### config.mk
export PLATFORM = sky130hd
export DESIGN_NAME = rd_id_tracker
export DESIGN_NICKNAME = d
export VERILOG_FILES = /design/src/rtl/rd_id_tracker.sv
export SDC_FILE = /design/constraint.sdc
export NUM_CORES = 1
export LEC_CHECK = 0
export BUFFER_PORTS_ARGS = -buffer_cell sky130_fd_sc_hd__buf_4
export CAP_MARGIN = 20
export CORE_ASPECT_RATIO = 1.75
export CORE_MARGIN = 3
export CORE_UTILIZATION = 40
export CTS_BUF_LIST = sky130_fd_sc_hd__clkbuf_8 sky130_fd_sc_hd__clkbuf_16
export CTS_CLUSTER_SIZE = 10
export DETAILED_ROUTE_END_ITERATION = 8
export PLACE_DENSITY = 0.6
export SKIP_LAST_GASP = 1
export SLEW_MARGIN = 20
export SYNTH_ARGS = -nofsm -noshare
export SYNTH_HDL_FRONTEND = slang
export SYNTH_SLANG_ARGS = --single-unit
### constraint.sdc
create_clock -name clk_i -period 7.61 [get_ports clk_i]
set_input_delay 0.761 -clock clk_i [delete_from_list [all_inputs] [get_ports clk_i]]
set_output_delay 0.761 -clock clk_i [all_outputs]
set_load 0.01 [all_outputs]
### src/rtl/rd_id_tracker.sv
// rd_id_tracker
// Tracks outstanding AXI read transactions per ID, from the AR handshake
// until the R beat carrying RLAST. Each slot holds an ID, an outstanding
// count and an idle budget. A slot that sees no R beat for a whole budget
// is moved to TIMEOUT and stays there until clear_i.
//
// Ports:
//   clk_i, rst_ni         clock, asynchronous active-low reset
//   budget_i              idle budget loaded at allocation and on any R beat
//   ar_valid_i/ready_i/id_i           observed AR handshake
//   r_valid_i/ready_i/id_i/last_i     observed R handshake
//   clear_i               returns every TIMEOUT slot to FREE
//   ar_stall_o            combinational: no capacity for ar_id_i right now
//   timeout_o             registered: some slot is in TIMEOUT
//   timeout_id_o          registered: ID of lowest-index TIMEOUT slot, else 0
//   unexpected_o          registered pulse: R beat matched no live slot
//   busy_o                registered: some slot is not FREE
module rd_id_tracker #(
  parameter int unsigned NumSlots    = 4,
  parameter int unsigned IdWidth     = 4,
  parameter int unsigned MaxTxnPerId = 4,
  parameter int unsigned BudgetWidth = 10
) (
  input  logic                   clk_i,
  input  logic                   rst_ni,
  input  logic [BudgetWidth-1:0] budget_i,
  input  logic                   ar_valid_i,
  input  logic                   ar_ready_i,
  input  logic [IdWidth-1:0]     ar_id_i,
  input  logic                   r_valid_i,
  input  logic                   r_ready_i,
  input  logic [IdWidth-1:0]     r_id_i,
  input  logic                   r_last_i,
  input  logic                   clear_i,
  output logic                   ar_stall_o,
  output logic                   timeout_o,
  output logic [IdWidth-1:0]     timeout_id_o,
  output logic                   unexpected_o,
  output logic                   busy_o
);

  localparam int unsigned CntWidth = $clog2(MaxTxnPerId + 1);
  localparam int unsigned IdxWidth = (NumSlots > 1) ? $clog2(NumSlots) : 1;

  typedef enum logic [1:0] {
    SLOT_FREE    = 2'd0,
    SLOT_ACTIVE  = 2'd1,
    SLOT_TIMEOUT = 2'd2
  } slot_state_e;

  slot_state_e            state_q  [NumSlots];
  slot_state_e            state_d  [NumSlots];
  logic [IdWidth-1:0]     id_q     [NumSlots];
  logic [IdWidth-1:0]     id_d     [NumSlots];
  logic [CntWidth-1:0]    cnt_q    [NumSlots];
  logic [CntWidth-1:0]    cnt_d    [NumSlots];
  logic [BudgetWidth-1:0] budget_q [NumSlots];
  logic [BudgetWidth-1:0] budget_d [NumSlots];

  logic                ar_hs_s;
  logic                r_hs_s;
  logic                ar_act_hit_s;
  logic [IdxWidth-1:0] ar_act_idx_s;
  logic                ar_to_hit_s;
  logic                free_hit_s;
  logic [IdxWidth-1:0] free_idx_s;
  logic                r_hit_s;
  logic                ar_stall_s;
  logic                ar_acc_s;

  logic                timeout_d;
  logic [IdWidth-1:0]  timeout_id_d;
  logic                unexpected_d;
  logic                busy_d;

  // Lookup of the registered slot table against the AR and R IDs.
  // Loops run from the top index down so the lowest index wins.
  always_comb begin
    ar_hs_s      = ar_valid_i && ar_ready_i;
    r_hs_s       = r_valid_i && r_ready_i;
    ar_act_hit_s = 1'b0;
    ar_act_idx_s = '0;
    ar_to_hit_s  = 1'b0;
    free_hit_s   = 1'b0;
    free_idx_s   = '0;
    r_hit_s      = 1'b0;
    for (int i = NumSlots - 1; i >= 0; i--) begin
      if (state_q[i] == SLOT_FREE) begin
        free_hit_s = 1'b1;
        free_idx_s = IdxWidth'(i);
      end else begin
        if (id_q[i] == ar_id_i) begin
          if (state_q[i] == SLOT_ACTIVE) begin
            ar_act_hit_s = 1'b1;
            ar_act_idx_s = IdxWidth'(i);
          end else begin
            ar_to_hit_s = 1'b1;
          end
        end else begin
          ar_to_hit_s = ar_to_hit_s;
        end
        if (id_q[i] == r_id_i) begin
          r_hit_s = 1'b1;
        end else begin
          r_hit_s = r_hit_s;
        end
      end
    end
    ar_stall_s = ar_valid_i &&
                 (ar_to_hit_s ||
                  (ar_act_hit_s && (cnt_q[ar_act_idx_s] == CntWidth'(MaxTxnPerId))) ||
                  (!ar_act_hit_s && !ar_to_hit_s && !free_hit_s));
    // A handshake that slips through while stalled is dropped.
    ar_acc_s   = ar_hs_s && !ar_stall_s;
  end

  assign ar_stall_o = ar_stall_s;

  // Per-slot next state: allocation, count/budget updates, timeout and clear.
  always_comb begin
    for (int i = 0; i < NumSlots; i++) begin
      state_d[i]  = state_q[i];
      id_d[i]     = id_q[i];
      cnt_d[i]    = cnt_q[i];
      budget_d[i] = budget_q[i];
      case (state_q[i])
        SLOT_FREE: begin
          if (ar_acc_s && !ar_act_hit_s && (free_idx_s == IdxWidth'(i))) begin
            state_d[i]  = SLOT_ACTIVE;
            id_d[i]     = ar_id_i;
            cnt_d[i]    = CntWidth'(1);
            budget_d[i] = budget_i;
          end else begin
            state_d[i] = SLOT_FREE;
          end
        end
        SLOT_ACTIVE: begin
          if (r_hs_s && (id_q[i] == r_id_i)) begin
            budget_d[i] = budget_i;
            // AR and R-last landing together cancel out, so the slot stays.
            if (ar_acc_s && ar_act_hit_s && (ar_act_idx_s == IdxWidth'(i))) begin
              if (r_last_i) begin
                cnt_d[i] = cnt_q[i];
              end else begin
                cnt_d[i] = cnt_q[i] + CntWidth'(1);
              end
            end else if (r_last_i) begin
              if (cnt_q[i] == CntWidth'(1)) begin
                state_d[i]  = SLOT_FREE;
                id_d[i]     = '0;
                cnt_d[i]    = '0;
                budget_d[i] = '0;
              end else begin
                cnt_d[i] = cnt_q[i] - CntWidth'(1);
              end
            end else begin
              cnt_d[i] = cnt_q[i];
            end
          end else begin
            if (ar_acc_s && ar_act_hit_s && (ar_act_idx_s == IdxWidth'(i))) begin
              cnt_d[i] = cnt_q[i] + CntWidth'(1);
            end else begin
              cnt_d[i] = cnt_q[i];
            end
            if (budget_q[i] == '0) begin
              state_d[i] = SLOT_TIMEOUT;
            end else begin
              budget_d[i] = budget_q[i] - BudgetWidth'(1);
            end
          end
        end
        SLOT_TIMEOUT: begin
          // clear_i wins over any R beat to this slot; R beats are otherwise ignored.
          if (clear_i) begin
            state_d[i]  = SLOT_FREE;
            id_d[i]     = '0;
            cnt_d[i]    = '0;
            budget_d[i] = '0;
          end else begin
            state_d[i] = SLOT_TIMEOUT;
          end
        end
        default: begin
          state_d[i]  = SLOT_FREE;
          id_d[i]     = '0;
          cnt_d[i]    = '0;
          budget_d[i] = '0;
        end
      endcase
    end
  end

  // Status outputs derived from next state so they line up with the slot table.
  always_comb begin
    timeout_d    = 1'b0;
    timeout_id_d = '0;
    busy_d       = 1'b0;
    for (int i = NumSlots - 1; i >= 0; i--) begin
      if (state_d[i] == SLOT_TIMEOUT) begin
        timeout_d    = 1'b1;
        timeout_id_d = id_d[i];
      end else begin
        timeout_d = timeout_d;
      end
      if (state_d[i] != SLOT_FREE) begin
        busy_d = 1'b1;
      end else begin
        busy_d = busy_d;
      end
    end
    unexpected_d = r_hs_s && !r_hit_s;
  end

  // Slot table and registered status outputs.
  always_ff @(posedge clk_i or negedge rst_ni) begin
    if (!rst_ni) begin
      for (int i = 0; i < NumSlots; i++) begin
        state_q[i]  <= SLOT_FREE;
        id_q[i]     <= '0;
        cnt_q[i]    <= '0;
        budget_q[i] <= '0;
      end
      timeout_o    <= 1'b0;
      timeout_id_o <= '0;
      unexpected_o <= 1'b0;
      busy_o       <= 1'b0;
    end else begin
      for (int i = 0; i < NumSlots; i++) begin
        state_q[i]  <= state_d[i];
        id_q[i]     <= id_d[i];
        cnt_q[i]    <= cnt_d[i];
        budget_q[i] <= budget_d[i];
      end
      timeout_o    <= timeout_d;
      timeout_id_o <= timeout_id_d;
      unexpected_o <= unexpected_d;
      busy_o       <= busy_d;
    end
  end

endmodule

==> reports/results.ini, run 1 <==
[global_routing]
antenna_found_initial = 0
grt_max_degree = 45
grt-ovfl-total = 0
grt_pass1_wl_mm = 28.8
grt_pass1_vias = 5509
grt_use_total = 0.218

[drt]
first_pass_iters = 5
via_per_inst = 6.21
met1Wirelength_mm = 6.92
wl_met3_um = 650
wl_per_cell_um = 20.6
wl_mm = 18.0
drt_iter0_markers = 392
postRouteAntennaNets = 0
route.vias.total = 5418
drc = 0
wl_met2_mm = 9.35
top_layer = met4

[setup_path]
path_max_fanout = 19
critPathKind = input port to register
worstPathArrival_ns = 4.05
start_kind = input port
endpoint_kind = register
required_ns = 7.83

[cts]
clk_latency_ns = 0.34
ctsRootBufferMaster = clkbuf_16
cts_setup_buffers = 0
numCtsBuffers = 9
ctsHtreeMaxLevel = 3
cts_tree = built
postCtsHoldBufs = 0
cts.sinks = 83
clk_pin_slew_ns = 0.06
post_cts_resized = 0
clk_path_buf_depth = 2

[synthesis]
yosys.area_share.adder = 0.0357
ys_seq_elements = 83
syn_area_sq_mm = 0.00595
synth.top_cell.area_share = 0.349
ys_types = 87
synth_compound_area_frac = 0.282
syn_nets = 714
ys.flop_type = dfrtp_1
synth_edf_count = 0
postSynthCellCount = 671
synth_top_area_cell = dfrtp_1
synth_top_family_by_area = compound AO/OA/AOI/OAI gates
seq_area_frac_synth = 0.349
synth-xor-area-share = 0.0706
synthSimpleGateAreaFrac = 0.210
ys_top_cells_by_area = dfrtp_1, o21ai_0, xor2_1
muxShareOfSynthArea = 0.0105
ys_warn_count = 0
synthArstFlopShare = 1.00
syn_avg_cell_area_sq_um = 8.87

[floorplan]
die_w_um = 98.2
rows = 58
die_y_um = 167
io_pins = 34
die-area_sq_mm = 0.0164
start_util = 0.412
coreArea_sq_mm = 0.0144

[final_layout]
layout_commonest_cell = dfrtp_1
seq_area_sq_mm = 0.00208
n_antenna_cell = 0
final_util = 0.456
drive_above_1_share = 0.128
n_fill_cell = 1386
most-common-layout-cells = dfrtp_1, nand2_1, nor2_1
syn2layout_area_growth_pct = 10.6
fin_nets = 731
multi_input_area_sq_mm = 0.00363

[timing]
rsz0062_at_grt = no
tightest_slew_ns = 0.941
max-slew-margin-rel = 0.370
slew_violations = 0
fmaxAchievable_mhz = 261
hold_viol = 0
fin_worst_skew_ns = 0.0103
setup_viol = 0
worst_hold_slack_ns = 0.414
min_period_over_period = 0.503
fin_tns_setup_ns = 0
fin_crit_ns = 3.83

[power]
clkPwrFrac = 0.162
p_comb_frac = 0.511
cellLeakagePower_nw = 2.80
vdd_drop_max_mv = 0.174
p_seq_frac = 0.328
power_mw = 2.60
power_switching_mw = 1.19
switching_share = 0.458
intPower_mw = 1.41
powerDensity_mw_per_mm2 = 395

[worst_hold_path]
min_path_type = input port to async pin

[place]
hpwl_mm = 13.7
gp_congestion = 0.942
portBuffers = 33

[job]
drv_cap = 0

[status]
outcome = finished, final reports clean

==> power groups by stage <==
stage	combinational [mW]	sequential, mW	clock [mW]
final	1.33	0.852	0.420
after global routing	1.48	0.882	0.443
after CTS	1.32	0.847	0.427
after detailed placement	1.31	0.855	0
after global placement	1.26	0.847	0
after floorplan	1.03	0.782	0
==> cell type report <==
| cell class | count | area share |
|---|---|---|
| timing repair buffer | 36 | 0.0411 |
| tap | 180 | 0.0342 |
| sequential | 83 | 0.316 |
| clock inverter | 5 | 0.00456 |
| inverter | 25 | 0.0143 |
| multi-input combinational | 533 | 0.552 |
| clock buffer | 11 | 0.0384 |
==> stage by stage <==
stage / instances / area (sq um) / setup WS [ns]
after floorplan: 671 / 5950 / 4.41
after global placement: 857 / 6290 / 3.76
after detailed placement: 857 / 6290 / 3.57
after CTS: 873 / 6570 / 3.92
after global routing: 873 / 6580 / 3.50
final: 873 / 6580 / 3.78
==> cell families after synthesis <==
| group | after synthesis |
|---|---|
| buffers and inverters | 55 |
| adder cells (fa/ha/maj) | 17 |
| AND/OR/NAND/NOR | 234 |
| XOR/XNOR | 48 |
| multiplexers | 6 |
| flip-flops | 83 |
| AO/OA/AOI/OAI | 228 |
==> flip-flops by register name (all words and copies together) (netlist names) <==
name,count
state_q,8
budget_q,40
cnt_q,12
timeout_id_o,4
busy_o,1
id_q,16
timeout_o,1
unexpected_o,1
==> synthesized netlist by cell type, drive strengths merged, types with 8 or more instances <==
library cell	n
a211o	8
a21boi	8
a21oi	34
a221o	8
a22o	19
a32oi	8
buf	13
clkbuf	17
dfrtp	83
ha	17
inv	25
nand2	60
nand2b	15
nand3	8
nor2	54
nor2b	15
nor3	20
nor4	12
o21ai	58
o22ai	8
o31ai	11
or3	9
xnor2	20
xor2	28
==> routing by layer <==
layer | global-route usage | vias up
li1 | - | 2532
met1 | 0.249 | 2641
met2 | 0.391 | 185
met3 | 0.0254 | 60
met4 | 0.118 | 0
met5 | 0 | -
==> path summary, 6_finish.rpt <==
| check | start | to | slack, ns | depth (start not counted) |
|---|---|---|---|---|
| max | r_id_i[0] | budget_q[3]$_DFFE_PN0P_ | 3.78 | 9 |
| min | rst_ni | budget_q[19]$_DFFE_PN0P_ | 0.41 | 1 |
| max reg2reg | id_q[1]$_DFF_PN0_ | budget_q[3]$_DFFE_PN0P_ | 3.87 | 8 |
| min reg2reg | budget_q[29]$_DFFE_PN0P_ | budget_q[29]$_DFFE_PN0P_ | 0.51 | 2 |
| max in group asynchronous | rst_ni | cnt_q[6]$_DFFE_PN0P_ | 6.23 | 2 |
| min in group clk_i | budget_q[29]$_DFFE_PN0P_ | budget_q[29]$_DFFE_PN0P_ | 0.51 | 2 |
==> critical path, stage by stage <==
cell     delay [ns]
buf_4          0.14
xor2_1         0.16
nor4_1         0.66
nor2b_1        0.73
nor4_1         0.17
a22o_1         0.35
a21oi_2        0.57
o21ai_0        0.19
a211o_1        0.33
Power figures use the tool's default switching activity.
==> inputs of run 2 (changes only) <==
Settings changed: ABC_AREA from default to 1.
Clock period 7.61 ns to 3.6 ns, I/O delays scaled along.
==> run 2 against run 1 <==
  * First-iteration DRC count shrank 39%
  * Die area grew 3.3%
  * Final cell count grew 24%
  * Sequential power grew 96%
  * Core utilization grew 0.42 points
  * Setup slack lost 3.2 ns
  * Routed wire length grew 2.4%
  * Global-route usage grew 0.85 points
  * Critical path depth grew 4
  * Register-to-register slack lost 3.3 ns
  * Power grew 110%
  * Clock skew grew 0.0024 ns
  * Critical endpoint is now busy_o$_DFF_PN0_
  * Largest cell class unchanged
==> reports/results.ini, run 2 <==
[power]
switching_share = 0.456  ; was 0.458
intPower_mw = 2.92  ; was 1.41 mW
powerDensity_mw_per_mm2 = 777  ; was 395 mW/mm^2
clkPwrFrac = 0.170  ; was 0.162
p_seq_frac = 0.311  ; was 0.328
vdd_drop_max_mv = 0.299  ; was 0.174 mV
cellLeakagePower_nw = 3.48  ; was 2.80 nW
power_switching_mw = 2.44  ; was 1.19 mW
p_comb_frac = 0.519  ; was 0.511

[synthesis]
ys_types = 51  ; was 87
seq_area_frac_synth = 0.337  ; was 0.349
synth_compound_area_frac = 0.186  ; was 0.282
ys_top_cells_by_area = dfrtp_1, nand2_1, inv_1  ; was dfrtp_1, o21ai_0, xor2_1
synth_most_common_cell = nand2_1  ; was dfrtp_1
ys_warn_count = 0  ; unchanged
synthTopCellsByCount = nand2_1, inv_1, dfrtp_1  ; was dfrtp_1, nand2_1, nor2_1
syn_area_sq_mm = 0.00616  ; was 0.00595 sq mm
muxShareOfSynthArea = 0.00345  ; was 0.0105
postSynthCellCount = 865  ; was 671
synth.top_cell.area_share = 0.337  ; was 0.349
synth_top_family_by_area = simple AND/OR/NAND/NOR gates  ; was compound AO/OA/AOI/OAI gates
synth-xor-area-share = 0.0597  ; was 0.0706
synth_edf_count = 0  ; unchanged
synthSimpleGateAreaFrac = 0.283  ; was 0.210
ys.flop_type = dfrtp_1  ; unchanged
syn_avg_cell_area_sq_um = 7.12  ; was 8.87 sq um
synthArstFlopShare = 1.00  ; unchanged
yosys.area_share.adder = 0.0345  ; was 0.0357
syn_nets = 908  ; was 714
ys_seq_elements = 83  ; unchanged
synth_top_area_cell = dfrtp_1  ; unchanged

[setup_path]
cp_slowest_cell = or4_1  ; was nor2b_1
required_ns = 3.83  ; was 7.83 ns
max_stage_delay_ns = 0.56  ; was 0.73 ns
cp.buffers_inverters = 3  ; was 1
cp_top_family = simple AND/OR/NAND/NOR gates  ; unchanged
path_cells = xor2_1 -> or4_1 -> nor2_1 -> buf_4 -> inv_1 -> nand3_1 -> inv_1 -> nand2_1 -> nand2_1 -> nor3_1 -> nand3_1 -> nor2_1 -> nand2_1  ; was buf_4 -> xor2_1 -> nor4_1 -> nor2b_1 -> nor4_1 -> a22o_1 -> a21oi_2 -> o21ai_0 -> a211o_1
path_max_fanout = 13  ; was 19
cpMostUsedCell = nand2_1  ; was nor4_1
endpoint_kind = register  ; unchanged
critPathKind = register to register  ; was input port to register
start_kind = register  ; was input port
worstPathArrival_ns = 3.25  ; was 4.05 ns

[global_routing]
grt_use_total = 0.227  ; was 0.218
grt_pass1_vias = 5795  ; was 5509
antenna_found_initial = 0  ; unchanged
grt_pass1_wl_mm = 29.9  ; was 28.8 mm
grt_max_degree = 67  ; was 45
grt-ovfl-total = 0  ; unchanged

[timing]
rsz0062_at_grt = no  ; unchanged
slew_violations = 0  ; unchanged
max-slew-margin-rel = 0.381  ; was 0.370
fin_crit_ns = 3.02
fin_tns_setup_ns = 0  ; unchanged
setup_viol = 0  ; unchanged
tightest_slew_ns = 0.929  ; was 0.941 ns
hold_viol = 0  ; unchanged
fin_worst_skew_ns = 0.0127  ; was 0.0103 ns
min_period_over_period = 0.839
fmaxAchievable_mhz = 331
finalWorstSetupSlack_ns = 0.579  ; was 3.78 ns

[place]
pre_cts_ws_ns = 0.507  ; was 3.57 ns
portBuffers = 33  ; unchanged
gp_congestion = 0.886  ; was 0.942
hpwl_mm = 14.2  ; was 13.7 mm

[cts]
ctsHtreeMaxLevel = 3  ; unchanged
cts.sinks = 83  ; unchanged
postCtsHoldBufs = 0  ; unchanged
clk_path_buf_depth = 2  ; unchanged
cts_tree = built  ; unchanged
post_cts_resized = 0  ; unchanged
clk_pin_slew_ns = 0.07  ; was 0.06 ns
clk_latency_ns = 0.35  ; was 0.34 ns
ctsRootBufferMaster = clkbuf_16  ; unchanged
cts_setup_buffers = 0  ; unchanged
numCtsBuffers = 9  ; unchanged

[floorplan]
die_y_um = 170  ; was 167 um
io_pins = 34  ; unchanged
coreArea_sq_mm = 0.0150  ; was 0.0144 sq mm
die_w_um = 99.8  ; was 98.2 um
start_util = 0.411  ; was 0.412
rows = 59  ; was 58
die-area_sq_mm = 0.0170  ; was 0.0164 sq mm

[drt]
first_pass_iters = 5  ; unchanged
postRouteAntennaNets = 0  ; unchanged
drt_iter0_markers = 241  ; was 392
drc = 0  ; unchanged
wl_mm = 18.4  ; was 18.0 mm
via_per_inst = 5.35  ; was 6.21
wl_per_cell_um = 17.0  ; was 20.6 um
route.vias.total = 5791  ; was 5418

[final_layout]
reg.largest.list = budget_q (40), id_q (16), cnt_q (12)  ; unchanged
most-common-layout-cells = nand2_1, inv_1, dfrtp_1  ; was dfrtp_1, nand2_1, nor2_1
n_antenna_cell = 0  ; unchanged
largest_reg_flops = 40  ; unchanged
regMostFlops = budget_q  ; unchanged
layout_commonest_cell = nand2_1  ; was dfrtp_1
fin_nets = 938  ; was 731
syn2layout_area_growth_pct = 11.9  ; was 10.6%
drive_above_1_share = 0.120  ; was 0.128

[job]
drv_cap = 0  ; unchanged

[status]
outcome = finished, final reports clean  ; unchanged

[worst_hold_path]
min_path_type = input port to async pin  ; unchanged

run 2: cell count changes after synthesis, sizes merged, moves of 9 or more:
cell,change
nand2b,-15
a22o,-19
or3,-9
nor4,-10
a21oi,+9
inv,+94
nand2,+173
xnor2,-11
nand3,+46
nor2b,-15
nor2,+19
a22oi,+17
run 2: logic make-up after synthesis:
group | Yosys count
flops | 83
xor+xnor | 42
compound gates | 180
buf+inv | 148
fa+ha+maj | 17
simple gates | 393
mux | 2
run 2: cell type report:
type                       instances  area [sq um]
multi-input combinational        634          3490
tap                              183           229
clock buffer                      10           239
timing repair buffer              46           345
fill                            1562          8090
inverter                         121           459
sequential                        83          2080
clock inverter                     6          48.8
run 2: final timing paths:
kind                       cells past startpoint                        to                     start  slack [ns]
max reg2reg                                   13          busy_o$_DFF_PN0_        id_q[10]$_DFF_PN0_        0.58
min                                            1  budget_q[37]$_DFFE_PN0P_                    rst_ni        0.09
min reg2reg                                    1  budget_q[20]$_DFFE_PN0P_  budget_q[20]$_DFFE_PN0P_        0.49
min in group clk_i                             3         id_q[6]$_DFF_PN0_                ar_id_i[2]        0.32
max                                           13          busy_o$_DFF_PN0_        id_q[10]$_DFF_PN0_        0.58
max in group asynchronous                      2   budget_q[0]$_DFFE_PN0P_                    rst_ni        2.72
run 2: per-layer routing:
metal / vias to the layer above / global-route usage / routed length (um)
met5: - / 0 / 0
met4: 0 / 0.134 / 995
met3: 56 / 0.0291 / 676
met2: 151 / 0.394 / 9530
met1: 2674 / 0.263 / 7200
li1: 2910 / - / -
run 2: stage by stage:
step           total power [mW]  hold WS [ns]  cell area, sq um  cells   util
6_report                   5.36        0.0885              6890   1083  0.460
3_3_place_gp               4.43         0.479              6610   1067  0.441
5_1_grt                    5.88         0.198              6890   1083  0.460
2_1_floorplan              3.76        0.0644              6160    865      -
4_1_cts                    5.40         0.171              6890   1083  0.460
3_5_place_dp               4.46         0.482              6610   1067  0.441
run 2: power groups by stage:
stage               combinational [mW]  sequential, mW  clock, mW
floorplan                         2.17            1.59          0
global placement                  2.75            1.68          0
detailed placement                2.78            1.68          0
CTS                               2.79            1.67      0.940
global route                      3.19            1.72      0.968
finish                            2.78            1.67      0.911
